## config.mk

```make
export PLATFORM = sky130hd
export DESIGN_NAME = bram64_symbol_ctrl
export DESIGN_NICKNAME = d
export VERILOG_FILES = /design/src/rtl/bram64_symbol_ctrl.sv
export SDC_FILE = /design/constraint.sdc
export NUM_CORES = 1
export LEC_CHECK = 0
export ABC_AREA = 1
export CELL_PAD_IN_SITES_DETAIL_PLACEMENT = 1
export CELL_PAD_IN_SITES_GLOBAL_PLACEMENT = 1
export CORE_MARGIN = 5
export CORE_UTILIZATION = 25
export DETAILED_ROUTE_END_ITERATION = 7
export PLACE_DENSITY = 0.92
export RECOVER_POWER = 100
export SYNTH_ARGS = -nofsm -noshare
export SYNTH_HDL_FRONTEND = slang
export SYNTH_SLANG_ARGS = --single-unit
```

## constraint.sdc

```tcl
create_clock -name clk -period 1.8 [get_ports clk]
set_clock_uncertainty 0.2 [all_clocks]
set_input_delay 0.45 -clock clk [delete_from_list [all_inputs] [get_ports clk]]
set_output_delay 0.45 -clock clk [all_outputs]
set_load 0.03 [all_outputs]
```

## src/rtl/bram64_symbol_ctrl.sv

```systemverilog
// Symbol buffer controller: fills a 2^AW-word buffer from a valid/ready stream, then
// drains it in natural or FFT-shifted order with a one-cycle registered-read latency.
module bram64_symbol_ctrl #(
  parameter int DW = 13,
  parameter int AW = 6
) (
  input  logic          clk,
  input  logic          rst,
  input  logic          in_valid,
  input  logic [DW-1:0] in_data,
  output logic          in_ready,
  input  logic          shift_mode,
  output logic          out_valid,
  output logic [DW-1:0] out_data,
  output logic          out_last,
  output logic          ram_we,
  output logic [AW-1:0] ram_waddr,
  output logic [DW-1:0] ram_wdata,
  output logic          ram_re,
  output logic [AW-1:0] ram_raddr,
  input  logic [DW-1:0] ram_rdata,
  output logic [7:0]    sym_count,
  output logic          drop_err,
  output logic          dbg_state
);

  // Handshake: a sample transfers on a rising edge where in_valid && in_ready;
  // in_valid while in_ready is low is a drop. The readout side has no backpressure.

  typedef enum logic {S_FILL = 1'b0, S_DRAIN = 1'b1} state_t;

  localparam logic [AW-1:0] LAST = '1;
  localparam logic [AW-1:0] HALF = {1'b1, {(AW-1){1'b0}}};

  state_t        r_state;
  state_t        w_next;
  logic [AW-1:0] r_wr_cnt;
  logic [AW-1:0] r_rd_cnt;
  logic          r_mode;
  logic          r_out_valid;
  logic          r_out_last;
  logic [7:0]    r_sym_count;
  logic          r_drop_err;
  logic          w_rd_last;

  always_comb begin
    w_next    = r_state;
    in_ready  = 1'b0;
    ram_we    = 1'b0;
    ram_waddr = '0;
    ram_re    = 1'b0;
    ram_raddr = '0;
    if (!rst) begin
      case (r_state)
        S_FILL: begin
          in_ready  = 1'b1;
          ram_we    = in_valid;
          ram_waddr = r_wr_cnt;
          if (in_valid && r_wr_cnt == LAST) w_next = S_DRAIN;
        end
        S_DRAIN: begin
          ram_re    = 1'b1;
          ram_raddr = r_rd_cnt ^ (r_mode ? HALF : '0);
          if (r_rd_cnt == LAST) w_next = S_FILL;
        end
        default: w_next = S_FILL;
      endcase
    end
  end

  assign w_rd_last = ram_re && (r_rd_cnt == LAST);

  always_ff @(posedge clk) begin
    if (rst) begin
      r_state     <= S_FILL;
      r_wr_cnt    <= '0;
      r_rd_cnt    <= '0;
      r_mode      <= 1'b0;
      r_out_valid <= 1'b0;
      r_out_last  <= 1'b0;
      r_sym_count <= '0;
      r_drop_err  <= 1'b0;
    end else begin
      r_state     <= w_next;
      r_out_valid <= ram_re;
      r_out_last  <= w_rd_last;
      if (ram_we) r_wr_cnt <= r_wr_cnt + 1'b1;
      // Readout mode is captured only on the symbol-completing write.
      if (ram_we && r_wr_cnt == LAST) begin
        r_mode   <= shift_mode;
        r_rd_cnt <= '0;
      end
      if (ram_re) r_rd_cnt <= r_rd_cnt + 1'b1;
      // Counted on the same edge that raises out_last, so the new count shows with it.
      if (w_rd_last) r_sym_count <= r_sym_count + 1'b1;
      if (in_valid && !in_ready) r_drop_err <= 1'b1;
    end
  end

  assign ram_wdata = in_data;
  assign out_data  = ram_rdata;
  assign out_valid = r_out_valid;
  assign out_last  = r_out_last;
  assign sym_count = r_sym_count;
  assign drop_err  = r_drop_err;
  assign dbg_state = r_state;

endmodule

```

==> results of run 1 <==
-- registers in the layout, summed over array words and instances, names as in the netlist --
name       flops
r_mode         1
dbg_state      1
out_last       1
out_valid      1
drop_err       1
r_rd_cnt       6
sym_count      8
r_wr_cnt       6
-- cells in the final DEF, fill, tap and decap left out, types with 2 or more instances in the layout --
master | Yosys | routed
buf_12 | 0 | 2
nor3_1 | 3 | 3
dlygate4sd2_1 | 0 | 12
clkbuf_8 | 0 | 3
a21oi_1 | 14 | 13
nand2_1 | 44 | 43
inv_4 | 1 | 3
nand2_4 | 1 | 4
nand4_1 | 2 | 2
dfxtp_1 | 25 | 23
nor2_1 | 24 | 14
buf_4 | 26 | 33
o21ai_0 | 10 | 9
nand3_1 | 18 | 17
nor2_2 | 1 | 2
inv_1 | 17 | 15
clkinvlp_4 | 0 | 2
buf_6 | 1 | 15
nor2_4 | 1 | 10
ha_1 | 3 | 2
-- repair_timing --
action,4_1_cts,5_1_grt
endpoints found under the setup margin,46,21
gates resized for setup,42,16
pin swaps,3,6
endpoints found under the hold margin,0,0
buffers inserted,6,5
-- routing by layer --
metal | part of all wire (%) | GRT usage [%]
met3 | 4.3 | 2.59
met2 | 54 | 21.8
met5 | 0 | 0
met4 | 1.4 | 3.60
met1 | 40 | 11.9
-- final cells by class --
type,count,area [µm²]
fillers,699,3450
flip-flops and latches,25,505
inverters,20,98.8
clock inverters,1,7.51
well taps,72,90.1
repair buffers,65,592
multi-input cells,131,759
clock buffers,3,41.3
-- final timing paths --
check,depth (start not counted),startpoint,end
worst max register to register,10,dbg_state$_SDFF_PP0_,r_rd_cnt[3]$_SDFFE_PP0P_
worst min-delay path,2,drop_err$_SDFFE_PP0P_,drop_err$_SDFFE_PP0P_
worst min register to register,2,drop_err$_SDFFE_PP0P_,drop_err$_SDFFE_PP0P_
worst max-delay path,4,dbg_state$_SDFF_PP0_,ram_waddr[4]
-- logic make-up after synthesis --
| logic type | Yosys count | synth area share [%] |
|---|---|---|
| flops | 25 | 34.9 |
| fa+ha+maj | 3 | 2.62 |
| compound gates | 27 | 10.1 |
| simple gates | 99 | 30.9 |
| xor+xnor | 2 | 1.22 |
| buf+inv | 49 | 20.3 |
-- worst reg2reg max path, stage by stage, from the launching register on --
cell	delay, ps
dfxtp_4	410
nor2_4	50
buf_4	130
buf_6	120
nand2_4	60
inv_4	40
buf_4	120
buf_4	120
nand2_1	220
nand2_1	140
o21ai_0	160
-- power groups by stage --
stage | clock, mW | sequential (mW) | combinational, mW
global route | 0.385 | 0.559 | 0.0969
CTS | 0.369 | 0.558 | 0.0857
finish | 0.355 | 0.558 | 0.0898
floorplan | 0 | 0.571 | 0.150
global placement | 0 | 0.572 | 0.0744
detailed placement | 0 | 0.573 | 0.0772
==> metrics.txt, run 1 <==
status finished with violations; violated checks setup timing; HP Class reg -> reg; final slew viol count 0; most frequent CP cell nor2_4; Die W 85.8 µm; Worst Path Max Fanout 4; library cells used by synthesis 25; measured slew at the worst slew-check pin 357 ps; final WL 4190 µm; P_sw 251 µW; synth cell count leaders 44 x nand2_1, 26 x buf_4, 25 x dfxtp_1; ratio of cells with drive above 1 in the final layout 35.5%; Hold Slack 283 ps; clock share of power 35.4%; buffers and inverters on the worst path 2; synth warn 0; worst setup margin -131 ps; most used flip-flop cell after synthesis dfxtp_1; switching part of the total power 25.0%; Max VDD drop 303 µV; hold_buf cts 0; Routed Antenna Nets 0; Die Area 0.00736 mm²; Yosys reg bits 25; GP Congestion 0.761; largest stage delay on the critical path 390 ps; post-route design area 0.00209 mm²; Num CTS Buffers 3; top post-synthesis cells by area dfxtp_1 35%, buf_4 14%, nand2_1 12%; pre-CTS setup slack -507 ps; Mapped Nets 238; drt first pass iters 4; count of non-filler cells in the finished layout 317; Top delay family on crit path flip-flops; Worst slew margin 76.0%; worst setup path class reg -> out; WP data required 1150 ps; count leader, synth nand2_1; synthesized area 0.00144 mm²; clk root buf clkbuf_8; largest net degree at the start of global routing 16; Via-to-Cell Ratio 4.51; # placed instances 303; CTS tree yes; Ports 83; Total GRT Usage 11.3%; number of synthesized flops with an enable pin 0; crit-path cells nor2_4 > clkinvlp_4 > nor2_4 > buf_6; post-synth top area cell dfxtp_1; first-pass GRT wire length 6870 µm; RSZ-0062 raised after global routing true; initial antenna violation count 0; final core occ 37.8%; # rows 27; Bufs on Longest Clock Path 2; Synth Instances 205; Overflow after GRT 0; maximum clock frequency 518 MHz; CTS sink cnt 25; Max Cap Violations 0; Reg power frac 55.7%; Final Critical Period 1930 ps; slowest cell on the critical path dfxtp_4; Layout area overhead 45.9%; routed len/inst 13.2 µm; Pleak 0.926 nW; Initial Utilization 25.9%; Arr. time, crit path 1280 ps; Mapped Avg Cell Area 7.00 µm²; number of global-route vias before repair 1,542; period utilization 107%; FFs w/ async S/R, synth 0%; final hold viol count 0; Buffers on Ports 30; register area share after synthesis 34.9%; Final setup viols 15; Nets 279; post-DP HPWL 3230 µm; Reg clk slew, reported paths 100 ps; Initial DRC Count 35; P_int 752 µW; Die Y 85.8 µm; CP Capture Type output port; post-synth top area share 34.9%; H-tree depth 1; element type at the critical path start flip-flop; # DRC 0; Clock Latency Late Sink 280 ps; placed cell area 0.00184 mm²; Comb power frac 9.0%; Core Area 0.00554 mm²; # diodes 0; internal reg-to-reg setup slack -40 ps; Setup Total Neg Slack -959 ps; pwr dens 479 mW/mm²; Vias 1,431; Overall Power 1.00 mW
No activity file was read; power rests on OpenSTA's default activity.
==> run 2, diff against run 1 <==
- CORE_MARGIN: 5 -> not set
- PLACE_DENSITY: 0.92 -> 0.9
==> metrics.txt, run 2 (synthesis results as in run 1) <==
pwr dens 476 mW/mm² (-0.62%); Seq. cell area 507 µm² (+0.25%); Nets 277 (-0.72%); worst setup margin -103 ps (+27.7 ps); Buffers on Ports 30 (unchanged); element type at the critical path start flip-flop; number of global-route vias before repair 1,547 (+0.32%); final slew viol count 0 (unchanged); Core Area 0.00551 mm² (-0.61%); count of non-filler cells in the finished layout 315 (-0.63%); Initial Utilization 26.1% (+0.16 points); RSZ-0062 raised after global routing true; Clock Latency Late Sink 270 ps (about the same); Ports 83 (unchanged); slowest cell on the critical path dfxtp_4; crit-path cells nor2_4 > clkinvlp_4 > nor2_4 > buf_6; clk root buf clkbuf_8; Vias 1,439 (+0.56%); Max Cap Violations 0 (unchanged); layout filler cell count 655 (-6.3%); largest stage delay on the critical path 380 ps (about the same); routed len/inst 13.2 µm (-0.45%); Final Critical Period 1900 ps (-27.7 ps); Reg clk slew, reported paths 90 ps (about the same); hold_buf cts 0 (unchanged); maximum clock frequency 526 MHz (+1.5%); initial antenna violation count 0 (unchanged); first-pass GRT wire length 7020 µm (+2.2%); max FFs per register 8 (unchanged); Die W 77.8 µm (-9.3%); most frequent CP cell nor2_4; Bufs on Longest Clock Path 2 (unchanged); Overflow after GRT 0 (unchanged); Routed Antenna Nets 0 (unchanged); Total GRT Usage 14.6% (+3.3 points); status finished with violations; Layout area overhead 46.5%; # DRC 0 (unchanged); H-tree depth 1 (unchanged); Worst Path Max Fanout 4 (unchanged); post-DP HPWL 3020 µm (-6.6%); Worst slew margin 74.3% (-1.7 points); Die Area 0.00605 mm² (-18%); worst setup path class reg -> out; violated checks setup timing; Final setup viols 9 (-6); most common cell after layout, fill and taps aside nand2_1; Overall Power 1000 µW (-0.26%); Initial DRC Count 72 (+110%); Max VDD drop 214 µV (-29%); # diodes 0 (unchanged); Pleak 0.910 nW (-1.7%); drt first pass iters 4 (unchanged); CTS tree yes; # placed instances 304 (+0.33%); CP Capture Type output port; # rows 27 (unchanged); Num CTS Buffers 3 (unchanged); HP Class reg -> reg; final hold viol count 0 (unchanged); measured slew at the worst slew-check pin 383 ps (+25.7 ps); Die Y 77.8 µm (-9.3%); WP data required 1150 ps (about the same); area of the multi-input gates 757 µm² (-0.33%); period utilization 106% (-1.5 points); CTS sink cnt 25 (unchanged); ratio of cells with drive above 1 in the final layout 35.4% (-0.12 points); GP Congestion 0.805 (+5.8%); largest net degree at the start of global routing 14 (-2); Arr. time, crit path 1250 ps (-30 ps); Via-to-Cell Ratio 4.57 (+1.2%); commonest cells after routing, fill and taps aside 42 x nand2_1, 26 x buf_4, 22 x dfxtp_1; final WL 4140 µm (-1.1%)
run 2: cell types whose count changed in the layout (fill, tap and decap cells not counted), moves of 2 or more:
cell and delta:
buf_4 -7, nor2_1 -2, nor2_2 +2, buf_6 +6, inv_4 -2, inv_8 +2
nand2_2 +2
run 2: what timing repair did:
item,in CTS,in global routing
pin swaps,6,4
setup endpoints to repair,44,20
endpoints found under the hold margin,0,0
gates resized for setup,52,7
cloned,0,0
setup buffers,5,3
run 2: layout make-up:
cell class,instances,share of cell area [%]
Tap cell,72,4.29
Sequential cell,25,24.1
Clock buffer,4,2.14
Timing Repair Buffer,63,28.9
Inverter,20,4.58
Multi-Input combinational cell,131,36.0
run 2: power by group:
group / switching (mW) / internal (mW) / total (mW)
combinational: 0.0527 / 0.0455 / 0.0982
sequential: 0.00444 / 0.555 / 0.559
clock: 0.184 / 0.158 / 0.343
run 2: path summary, 6_finish.rpt:
| path | startpoint | endpoint | slack, ps | depth (start not counted) |
|---|---|---|---|---|
| worst min register to register | drop_err$_SDFFE_PP0P_ | drop_err$_SDFFE_PP0P_ | 310 | 2 |
| worst max-delay path | dbg_state$_SDFF_PP0_ | ram_waddr[2] | -100 | 4 |
| worst max register to register | dbg_state$_SDFF_PP0_ | sym_count[2]$_SDFFE_PP0P_ | 90 | 9 |
| worst min-delay path | drop_err$_SDFFE_PP0P_ | drop_err$_SDFFE_PP0P_ | 310 | 2 |
run 2: worst max-delay path, delay by kind of cell, from the launching register on:
kind          cells  cell delay (ps)
buf+inv           2              340
simple gates      2              270
flops             1              380
run 2: stage by stage:
step | cell area (µm²) | worst slack [ps] | setup TNS, ps | utilization [%] | hold slack (ps)
after floorplan | 1510 | -101 | -515 | - | 262
after global placement | 1860 | -430 | -12320 | 33.8 | 267
after detailed placement | 1860 | -460 | -13300 | 33.8 | 283
after CTS | 2070 | -168 | -812 | 37.7 | 301
after global routing | 2100 | -171 | -1210 | 38.2 | 341
final | 2100 | -103 | -579 | 38.2 | 310
run 2: metal layers:
layer  global-route usage (%)  wire, µm  part of all wire, %
met1                     15.6      1630                   39
met2                     28.5      2310                   56
met3                     1.76       166                  4.0
met4                     6.04        31                 0.75
met5                        0         0                    0
